$ cat src/rtl/fetch_pkg.sv
// Shared definitions for the instruction-fetch responder.
//   NOP_INSTR    : value presented on the instruction bus when no entry is valid
//   IMEM_ADDR_W  : instruction word address width
//   INSTR_W      : instruction width
//   OPCODE_MSB/LSB : opcode field position inside an instruction
//   FIFO_DEPTH   : response buffer depth (covers one stalled in-flight read)
package fetch_pkg;

    localparam logic [31:0] NOP_INSTR   = 32'h0;
    localparam int          IMEM_ADDR_W = 12;
    localparam int          INSTR_W     = 32;
    localparam int          OPCODE_MSB  = 31;
    localparam int          OPCODE_LSB  = 27;
    localparam int          FIFO_DEPTH  = 2;

endpackage

$ cat src/rtl/fetch_skid_fifo.sv
// Two-entry {data, addr} skid FIFO holding fetched instructions for decode.
// Entry 0 is always the head; a pop shifts the upper entry down, so the head
// comes straight from storage registers.
//   clock, reset          : clock, asynchronous active-high reset
//   push, push_data/addr  : write one entry at the tail
//   pop                   : drop the head entry
//   clear                 : discard all entries (takes priority over push/pop)
//   head_data, head_addr  : head entry contents (meaningful when count != 0)
//   count                 : number of valid entries, 0..2
module fetch_skid_fifo
    import fetch_pkg::*;
#(
    parameter int DATA_W = INSTR_W,
    parameter int ADDR_W = IMEM_ADDR_W
) (
    input  logic              clock,
    input  logic              reset,
    input  logic              push,
    input  logic [DATA_W-1:0] push_data,
    input  logic [ADDR_W-1:0] push_addr,
    input  logic              pop,
    input  logic              clear,
    output logic [DATA_W-1:0] head_data,
    output logic [ADDR_W-1:0] head_addr,
    output logic [1:0]        count
);

    logic [DATA_W-1:0] data_reg  [FIFO_DEPTH];
    logic [ADDR_W-1:0] addr_reg  [FIFO_DEPTH];
    logic [DATA_W-1:0] data_next [FIFO_DEPTH];
    logic [ADDR_W-1:0] addr_next [FIFO_DEPTH];
    logic [1:0]        count_reg;
    logic [1:0]        count_next;
    logic [1:0]        wr_idx;

    // After a simultaneous pop the tail slot moves down by one.
    assign wr_idx = count_reg - {1'b0, pop};

    always_comb begin
        count_next = count_reg;
        if (clear) begin
            count_next = 2'd0;
        end else if (push && !pop) begin
            count_next = count_reg + 2'd1;
        end else if (pop && !push) begin
            count_next = count_reg - 2'd1;
        end
    end

    genvar gi;
    generate
        for (gi = 0; gi < FIFO_DEPTH; gi++) begin : g_slot
            localparam logic [1:0] SLOT = 2'(gi);
            // Shift source: the next slot up; the top slot just holds.
            localparam int SRC = (gi < FIFO_DEPTH - 1) ? gi + 1 : gi;

            assign data_next[gi] = clear                    ? data_reg[gi]  :
                                   (push && wr_idx == SLOT) ? push_data     :
                                   pop                      ? data_reg[SRC] :
                                                              data_reg[gi];
            assign addr_next[gi] = clear                    ? addr_reg[gi]  :
                                   (push && wr_idx == SLOT) ? push_addr     :
                                   pop                      ? addr_reg[SRC] :
                                                              addr_reg[gi];
        end
    endgenerate

    always_ff @(posedge clock or posedge reset) begin
        if (reset) begin
            count_reg <= 2'd0;
            for (int i = 0; i < FIFO_DEPTH; i++) begin
                data_reg[i] <= '0;
                addr_reg[i] <= '0;
            end
        end else begin
            count_reg <= count_next;
            data_reg  <= data_next;
            addr_reg  <= addr_next;
        end
    end

    assign head_data = data_reg[0];
    assign head_addr = addr_reg[0];
    assign count     = count_reg;

    // Credit accounting upstream must never let the buffer overflow.
    overflow_check : assert property (@(posedge clock) disable iff (reset)
        !(push && !pop && count_reg == 2'd2));

endmodule

$ cat src/rtl/imem_fetch_responder.sv
// Instruction-fetch responder between the PC stage and decode.
// Passes the PC-stage address to a synchronous (1-cycle latency) memory,
// tracks the single in-flight read, and buffers returned words in a 2-entry
// skid FIFO. req_ready is granted only while buffered + in-flight entries
// leave room, so a decode stall never loses an instruction.
//   clock, reset         : clock, asynchronous active-high reset
//   address_imem         : fetch address from the PC stage
//   req_valid/req_ready  : fetch handshake; req_ready is the PC-stage enable
//   flush                : discard buffered and in-flight fetches this cycle
//   stall                : decode cannot take the head instruction
//   mem_address, mem_q   : instruction memory read port
//   instr, instr_pc      : head instruction and its address (0 when invalid)
//   instr_opcode         : instr[31:27]
//   instr_valid          : head entry present
module imem_fetch_responder
    import fetch_pkg::*;
#(
    parameter int ADDR_WIDTH = IMEM_ADDR_W,
    parameter int DATA_WIDTH = INSTR_W
) (
    input  logic                  clock,
    input  logic                  reset,
    input  logic [ADDR_WIDTH-1:0] address_imem,
    input  logic                  req_valid,
    output logic                  req_ready,
    input  logic                  flush,
    input  logic                  stall,
    output logic [ADDR_WIDTH-1:0] mem_address,
    input  logic [DATA_WIDTH-1:0] mem_q,
    output logic [DATA_WIDTH-1:0] instr,
    output logic [ADDR_WIDTH-1:0] instr_pc,
    output logic [4:0]            instr_opcode,
    output logic                  instr_valid
);

    logic                  inflight_reg;
    logic [ADDR_WIDTH-1:0] inflight_addr_reg;
    logic [1:0]            count;
    logic [2:0]            occupancy;
    logic                  pop;
    logic                  push;
    logic                  accept;
    logic [DATA_WIDTH-1:0] head_data;
    logic [ADDR_WIDTH-1:0] head_addr;

    assign mem_address = address_imem;

    assign instr_valid = (count != 2'd0);
    // A flush drops the head rather than handing it to decode.
    assign pop         = instr_valid & ~stall & ~flush;
    // Credits: an in-flight read already owns a FIFO slot; a same-cycle pop
    // frees one.
    assign occupancy   = {1'b0, count} + {2'b0, inflight_reg};
    assign req_ready   = ~flush & ((occupancy < 3'd2) | pop);
    assign accept      = req_valid & req_ready;
    // Memory data returning during a flush belongs to the discarded path.
    assign push        = inflight_reg & ~flush;

    always_ff @(posedge clock or posedge reset) begin
        if (reset) begin
            inflight_reg      <= 1'b0;
            inflight_addr_reg <= '0;
        end else begin
            inflight_reg <= accept;
            if (accept) begin
                inflight_addr_reg <= address_imem;
            end
        end
    end

    fetch_skid_fifo #(
        .DATA_W (DATA_WIDTH),
        .ADDR_W (ADDR_WIDTH)
    ) u_fifo (
        .clock     (clock),
        .reset     (reset),
        .push      (push),
        .push_data (mem_q),
        .push_addr (inflight_addr_reg),
        .pop       (pop),
        .clear     (flush),
        .head_data (head_data),
        .head_addr (head_addr),
        .count     (count)
    );

    assign instr        = instr_valid ? head_data : DATA_WIDTH'(NOP_INSTR);
    assign instr_pc     = instr_valid ? head_addr : '0;
    assign instr_opcode = instr[OPCODE_MSB:OPCODE_LSB];

endmodule
$ cat config.mk
export PLATFORM = sky130hd
export DESIGN_NAME = imem_fetch_responder
export DESIGN_NICKNAME = d
export VERILOG_FILES = /design/src/rtl/fetch_pkg.sv /design/src/rtl/fetch_skid_fifo.sv /design/src/rtl/imem_fetch_responder.sv
export SDC_FILE = /design/constraint.sdc
export NUM_CORES = 1
export LEC_CHECK = 0
export CAP_MARGIN = 20
export CORE_ASPECT_RATIO = 1.75
export CORE_MARGIN = 4
export CORE_UTILIZATION = 45
export DETAILED_ROUTE_END_ITERATION = 8
export PLACE_DENSITY = 0.8
export SETUP_SLACK_MARGIN = 0.05
export SLEW_MARGIN = 0
export SYNTH_ARGS = -nofsm -noshare
export SYNTH_HDL_FRONTEND = slang
export SYNTH_SLANG_ARGS = --single-unit
$ cat constraint.sdc
create_clock -name clock -period 4.4 [get_ports clock]
set_input_delay 1.1 -clock clock [delete_from_list [all_inputs] [get_ports clock]]
set_output_delay 1.1 -clock clock [all_outputs]
set_load 0.1 [all_outputs]
==> summary.txt, run 1 <==
Route
  – Number of vias per cell after detailed routing: 5.87
  – Wire length after detailed routing: ~12000 µm
  – Remaining DRCs: 0
  – Detailed-router iteration count before antenna repair: 5
  – Routed length per placed instance: between 15 and 20 µm
  – Total via count in the routed design: 3936
  – Drt initial violations: between 200 and 300
  – Remaining number of nets flagged by the antenna check after routing: 0

Layout
  – Filler cell count: approximately 910
  – Final instance count without filler cells: 670
  – Net total in the final layout: about 600
  – Share of post-route cells with drive strength above 1: about 20%
  – Growth of design area from synthesis to finish: 23.5%
  – Number of antenna diodes: 0

Critical path
  – Reg-to-reg setup timing slack: about 2000 ps
  – Signal arrival time at the worst endpoint: 2200 ps
  – Origin of the critical flop-to-flop path: inflight_reg$_DFF_PP0_
  – Required time reported for the critical path endpoint: around 3300 ps
  – Startpoint type of the worst setup path: primary input
  – Kind of critical path: in -> out
  – Category of the worst setup path capture point: primary output
  – Worst Path Max Fanout: 9
  – Capture point of the worst reg-to-reg path: u_fifo.head_addr[2]$_DFFE_PP0P_
  – Cells on worst reg2reg path: 4

Die
  – Area of the core: roughly 11000 µm²
  – Initial core utilization: 46.0%
  – # rows: 50
  – Top-Level Pins: approximately 110
  – Die area: around 13000 µm²
  – Die width: 87.1 µm
  – Die extent in y: between 100 and 150 µm

Global routing
  – Number of antenna violations at the first check in global routing: 0
  – First-pass GRT wire length: 20200 µm
  – Total grt overflow: 0
  – Total routing resource utilization after global routing: approximately a fifth
  – Largest net degree at the start of global routing: 71
  – Via count of the first global-routing pass: around 4200

Synthesis
  – Post-synth EDFFs: 0
  – Synth Register Bits: 103
  – Share of flip-flops with an asynchronous set or reset: 100%
  – Library cell with the largest summed area after synthesis: sky130_fd_sc_hd__dfrtp_1
  – Number of nets produced by synthesis: about 520
  – Synthesized area: 4930 µm²
  – Dominant cells by area after synthesis: sky130_fd_sc_hd__dfrtp_1, sky130_fd_sc_hd__mux2_1, sky130_fd_sc_hd__and2_1
  – Flip-flop cell with the highest count after synthesis: sky130_fd_sc_hd__dfrtp_1
  – Top post-synthesis cells by count: sky130_fd_sc_hd__dfrtp_1, sky130_fd_sc_hd__and2_1, sky130_fd_sc_hd__mux2_1, sky130_fd_sc_hd__nand3_1, sky130_fd_sc_hd__o21ai_0
  – Share of the synthesized area in the top cell type: between 50% and 60%
  – Number of warnings printed during yosys synthesis: 0
  – Most instantiated library cell after synthesis: sky130_fd_sc_hd__dfrtp_1
  – Average size of a mapped cell: 10.5 µm²
  – Library cells used by synthesis: 27
  – Sequential element share of the synthesized area: between 50% and 60%
  – Cells after Synth: ~470

Worst hold path
  – WHS Path Cells: 1
  – Hold Path Sink: u_fifo.data_reg[17]$_DFFE_PP0P_
  – Min-delay worst type: reg -> reg
  – Launch point of the worst hold path: u_fifo.data_reg[17]$_DFFE_PP0P_

STA
  – Share of the cycle needed by the critical path after routing: 75.0%
  – Time the final worst path needs with I/O delays and setup: approximately 3300 ps
  – Total negative slack for setup checks: 0 ps
  – Max Transition Viols Final: 0
  – RSZ-0062 raised after global routing: false
  – Number of endpoints failing setup at the final stage: 0
  – Maximum frequency from static timing analysis: 0.303 GHz
  – Fin. Hold Viols: 0
  – Worst clock skew on the final layout: around 6.2 ps
  – Actual transition at the worst max-transition pin: 909 ps
  – Relative slew slack: 39.4%

Clock network
  – H-tree depth: 3
  – TritonCTS Buffers: 9
  – TritonCTS clock tree: built
  – # hold bufs at CTS: 0
  – Latest clock arrival within the worst-skew pair: 350 ps
  – Clock transition at the register clock pins on the worst setup and hold paths after CTS: 60 ps
  – Number of clock sinks seen by CTS: just over 100
  – Root buffer selected by CTS: sky130_fd_sc_hd__clkbuf_16
  – Maximum buffer depth of the clock tree: 2
  – Number of instances resized during post-cts repair: 0
  – Post-CTS setup buffer count: 0

Power
  – Cell area power density: between 500 and 600 nW/µm²
  – Static Leakage: around 0.0027 µW
  – Maximum ir drop on the vdd rail: ~280 µV

Place
  – Final HPWL DP: 7820 µm
  – Count of buffers inserted at the top-level ports: 111
  – Placer congestion estimate: slightly above 0.8
  – Placed cell count: approximately 650

Status
  – Outcome: complete, no violations

Flow run
  – Count of max-cap constraint violations: 0
[metal layers]
metal	GRT usage, %	wire [µm]	vias up
li1	-	-	1780
met1	23.3	4900	1977
met2	34.6	6490	151
met3	2.54	624	28
met4	10.2	434	0
met5	0	0	-
[placed cells by master, fill, tap and decap left out]
master / Yosys / final
sky130_fd_sc_hd__a21o_1: 1 / 1
sky130_fd_sc_hd__a21oi_1: 5 / 5
sky130_fd_sc_hd__a311o_1: 1 / 1
sky130_fd_sc_hd__a31oi_1: 44 / 44
sky130_fd_sc_hd__and2_1: 45 / 44
sky130_fd_sc_hd__and2_2: 0 / 1
sky130_fd_sc_hd__and3b_1: 1 / 1
sky130_fd_sc_hd__buf_12: 0 / 2
sky130_fd_sc_hd__buf_16: 0 / 1
sky130_fd_sc_hd__buf_4: 17 / 69
sky130_fd_sc_hd__clkbuf_1: 33 / 2
sky130_fd_sc_hd__clkbuf_16: 0 / 9
sky130_fd_sc_hd__clkdlybuf4s50_1: 0 / 48
sky130_fd_sc_hd__clkinv_2: 0 / 5
sky130_fd_sc_hd__dfrtp_1: 103 / 103
sky130_fd_sc_hd__inv_1: 2 / 1
sky130_fd_sc_hd__inv_2: 1 / 1
sky130_fd_sc_hd__inv_4: 0 / 1
sky130_fd_sc_hd__mux2_1: 45 / 45
sky130_fd_sc_hd__mux2_2: 11 / 11
sky130_fd_sc_hd__nand2b_1: 1 / 1
sky130_fd_sc_hd__nand3_1: 45 / 45
sky130_fd_sc_hd__nor2_4: 0 / 2
sky130_fd_sc_hd__nor2b_1: 1 / 1
sky130_fd_sc_hd__nor3_1: 44 / 44
sky130_fd_sc_hd__nor3b_1: 2 / 2
sky130_fd_sc_hd__o21ai_0: 45 / 45
sky130_fd_sc_hd__o21ai_4: 0 / 1
sky130_fd_sc_hd__or2_2: 1 / 2
sky130_fd_sc_hd__or3b_2: 0 / 1
sky130_fd_sc_hd__xor2_1: 1 / 1
[area by class of cell]
type | count | area, µm² | area share (%)
sequential | 103 | 2580 | 42.4
timing repair buffer | 120 | 1070 | 17.5
inverter | 3 | 13.8 | 0.226
clock buffer | 11 | 233 | 3.82
clock inverter | 5 | 25.0 | 0.411
multi-input combinational | 298 | 2010 | 33.0
tap | 130 | 163 | 2.67
[critical path, cell delays in order]
cell	delay (ps)
sky130_fd_sc_hd__clkdlybuf4s50_1	580
sky130_fd_sc_hd__a21oi_1	210
sky130_fd_sc_hd__buf_4	310
[how the worst max path moves through the flow]
stage                                                   to   from
after detailed placement   u_fifo.head_addr[2]$_DFFE_PP0P_  flush
after floorplan                                  req_ready  stall
after global routing      u_fifo.head_data[23]$_DFFE_PP0P_  flush
final                                            req_ready  stall
after CTS                                        req_ready  stall
after global placement    u_fifo.head_data[15]$_DFFE_PP0P_  flush
[where the power goes]
part,switching [µW],internal [µW],leakage [µW]
clock network,334,379,0.000133
registers,131,1190,0.00127
logic,716,306,0.00126
[metrics by stage]
step / hold slack (ps) / util (%) / total power (µW) / setup slack (ps) / cell area (µm²)
floorplan: 464 / - / 2100 / 578 / 4930
global placement: 473 / 54.2 / 2310 / 927 / 5800
detailed placement: 481 / 54.2 / 2350 / 846 / 5800
CTS: 496 / 56.6 / 3070 / 1110 / 6060
global route: 502 / 56.9 / 3190 / 1050 / 6080
finish: 494 / 56.9 / 3050 / 1100 / 6080
[kinds of logic after synthesis]
kind of cell / Yosys count / synth area share, %
AND/OR/NAND/NOR: 144 / 16.1
buffers and inverters: 66 / 7.42
XOR/XNOR: 1 / 0.178
multiplexers: 56 / 12.8
AO/OA/AOI/OAI: 97 / 11.2
flip-flops: 103 / 52.3
Power figures use the tool's default switching activity.
==> run 2, diff against run 1 <==
Settings changed: PLACE_DENSITY 0.8 to 0.83.
Clock period 4.4 ns to 2.8 ns, I/O delays scaled along.
==> summary.txt, run 2 (synthesized netlist as in run 1, its figures left out) <==
Clock network
  – Clock transition at the register clock pins on the worst setup and hold paths after CTS: approximately 60 ps
  – TritonCTS clock tree: built
  – Number of instances resized during post-cts repair: 0
  – H-tree depth: 3
  – Maximum buffer depth of the clock tree: 2
  – Latest clock arrival within the worst-skew pair: 340 ps
  – Root buffer selected by CTS: sky130_fd_sc_hd__clkbuf_16
  – TritonCTS Buffers: 9
  – Number of clock sinks seen by CTS: 103
  – Post-CTS setup buffer count: 0
  – # hold bufs at CTS: 0

Layout
  – Leading cell type in the layout, fill and taps excluded: sky130_fd_sc_hd__dfrtp_1
  – Number of antenna diodes: 0
  – Storage element area: 2580 µm²
  – Final instance count without filler cells: 674
  – Filler cell count: ~780
  – Multi-input logic area: roughly 2000 µm²
  – Commonest non-fill, non-tap cells in the layout: sky130_fd_sc_hd__dfrtp_1, sky130_fd_sc_hd__buf_12, sky130_fd_sc_hd__clkdlybuf4s50_1
  – Growth of design area from synthesis to finish: 41.5%
  – Net total in the final layout: between 500 and 600
  – Cell area after layout: 6970 µm²
  – Utilization after layout: 65.2%
  – Share of post-route cells with drive strength above 1: 23.5%

Critical path
  – Reg-to-reg setup timing slack: 790 ps
  – Worst Path Max Fanout: 20
  – Signal arrival time at the worst endpoint: about 1900 ps
  – Required time reported for the critical path endpoint: between 2000 and 2500 ps
  – Kind of critical path: reg -> out
  – Startpoint type of the worst setup path: flop
  – Category of the worst setup path capture point: primary output

Status
  – Outcome: complete, no violations

Place
  – Final HPWL DP: 8490 µm
  – Worst Setup Slack post-DPL: just under 200 ps
  – Count of buffers inserted at the top-level ports: between 100 and 150
  – Placer congestion estimate: 0.789
  – Placed cell count: roughly 660
  – Cell Area, Placed: roughly 6700 µm²

Die
  – Die width: about 87 µm
  – Initial core utilization: a little under half
  – Die area: about 13000 µm²
  – Die extent in y: 146 µm
  – Area of the core: around 11000 µm²
  – Top-Level Pins: ~110
  – # rows: 50

STA
  – Share of the cycle needed by the critical path after routing: 92.6%
  – Maximum frequency from static timing analysis: roughly 0.39 GHz
  – Total negative slack for setup checks: 0 ps
  – Number of endpoints failing setup at the final stage: 0
  – Max Transition Viols Final: 0
  – Time the final worst path needs with I/O delays and setup: about 2600 ps
  – Relative slew slack: 39.4%
  – Worst clock skew on the final layout: between 6 and 7 ps
  – Fin. Hold Viols: 0
  – Slack of the critical path: around 210 ps
  – Actual transition at the worst max-transition pin: about 910 ps
  – RSZ-0062 raised after global routing: false

Global routing
  – Number of antenna violations at the first check in global routing: 0
  – First-pass GRT wire length: 21400 µm
  – Met3 Usage GRT: 3.05%
  – Most Crowded Layer GR: met2
  – Total grt overflow: 0
  – Total routing resource utilization after global routing: between 20% and 30%
  – Via count of the first global-routing pass: between 4000 and 5000
  – Fraction of met1 tracks used by global routing: a little under a quarter
  – Largest net degree at the start of global routing: between 100 and 150
  – Met2 track utilization from global routing: between 30% and 40%

Route
  – Routed length per placed instance: around 19 µm
  – Drt initial violations: 273
  – Detailed-router iteration count before antenna repair: 5
  – Remaining DRCs: 0
  – Number of vias per cell after detailed routing: around 6.0
  – Wire length after detailed routing: about 13000 µm
  – Remaining number of nets flagged by the antenna check after routing: 0
  – Total via count in the routed design: roughly 4000

Power
  – Maximum ir drop on the vdd rail: around 460 µV
  – Cell area power density: roughly 750 nW/µm²
  – Static Leakage: 0.00292 µW

Worst hold path
  – Min-delay worst type: reg -> reg

Flow run
  – Count of max-cap constraint violations: 0
-- run 2: path summary, 6_finish.rpt --
| kind | to | cells past startpoint | from |
|---|---|---|---|
| setup / recovery | instr[2] | 5 | u_fifo.count[0]$_DFFE_PP0P_ |
| hold / removal | u_fifo.addr_reg[4]$_DFFE_PP0P_ | 1 | u_fifo.addr_reg[4]$_DFFE_PP0P_ |
| setup reg to reg | u_fifo.head_data[25]$_DFFE_PP0P_ | 3 | u_fifo.count[1]$_DFFE_PP0P_ |
| min in group asynchronous | u_fifo.data_reg[0]$_DFFE_PP0P_ | 3 | reset |
| max in group asynchronous | u_fifo.head_data[31]$_DFFE_PP0P_ | 3 | reset |
| hold reg to reg | u_fifo.addr_reg[4]$_DFFE_PP0P_ | 1 | u_fifo.addr_reg[4]$_DFFE_PP0P_ |
-- run 2: area by class of cell --
cell class	count	area share (%)
sequential	103	37.0
multi-input combinational	298	29.1
timing repair buffer	124	27.1
clock buffer	13	4.02
tap	130	2.33
clock inverter	3	0.215
inverter	3	0.215
-- run 2: stage by stage --
stage               hold slack (ps)  total power (µW)
floorplan                       464              3310
global placement                473              3940
detailed placement              481              4030
CTS                             496              5250
global route                    504              5430
finish                          501              5230
-- run 2: report_power, final --
group / internal (µW) / switching [µW] / leakage (µW) / total, µW
Sequential: 1870 / 221 / 0.00127 / 2090
Combinational: 737 / 1190 / 0.00150 / 1920
Clock: 696 / 521 / 0.000151 / 1220
-- run 2: routing by layer --
metal / vias to the layer above / routed length (µm)
met4: 0 / 429
met5: - / 0
li1: 1787 / -
met2: 191 / 7150
met3: 35 / 781
met1: 2006 / 4680
-- run 2: worst max-delay path, cell delays in order, from the launching register on --
cell and delay (ps):
sky130_fd_sc_hd__dfrtp_1 520, sky130_fd_sc_hd__nor2_4 80, sky130_fd_sc_hd__inv_2 250, sky130_fd_sc_hd__buf_4 300, sky130_fd_sc_hd__and2_1 210, sky130_fd_sc_hd__buf_12 190
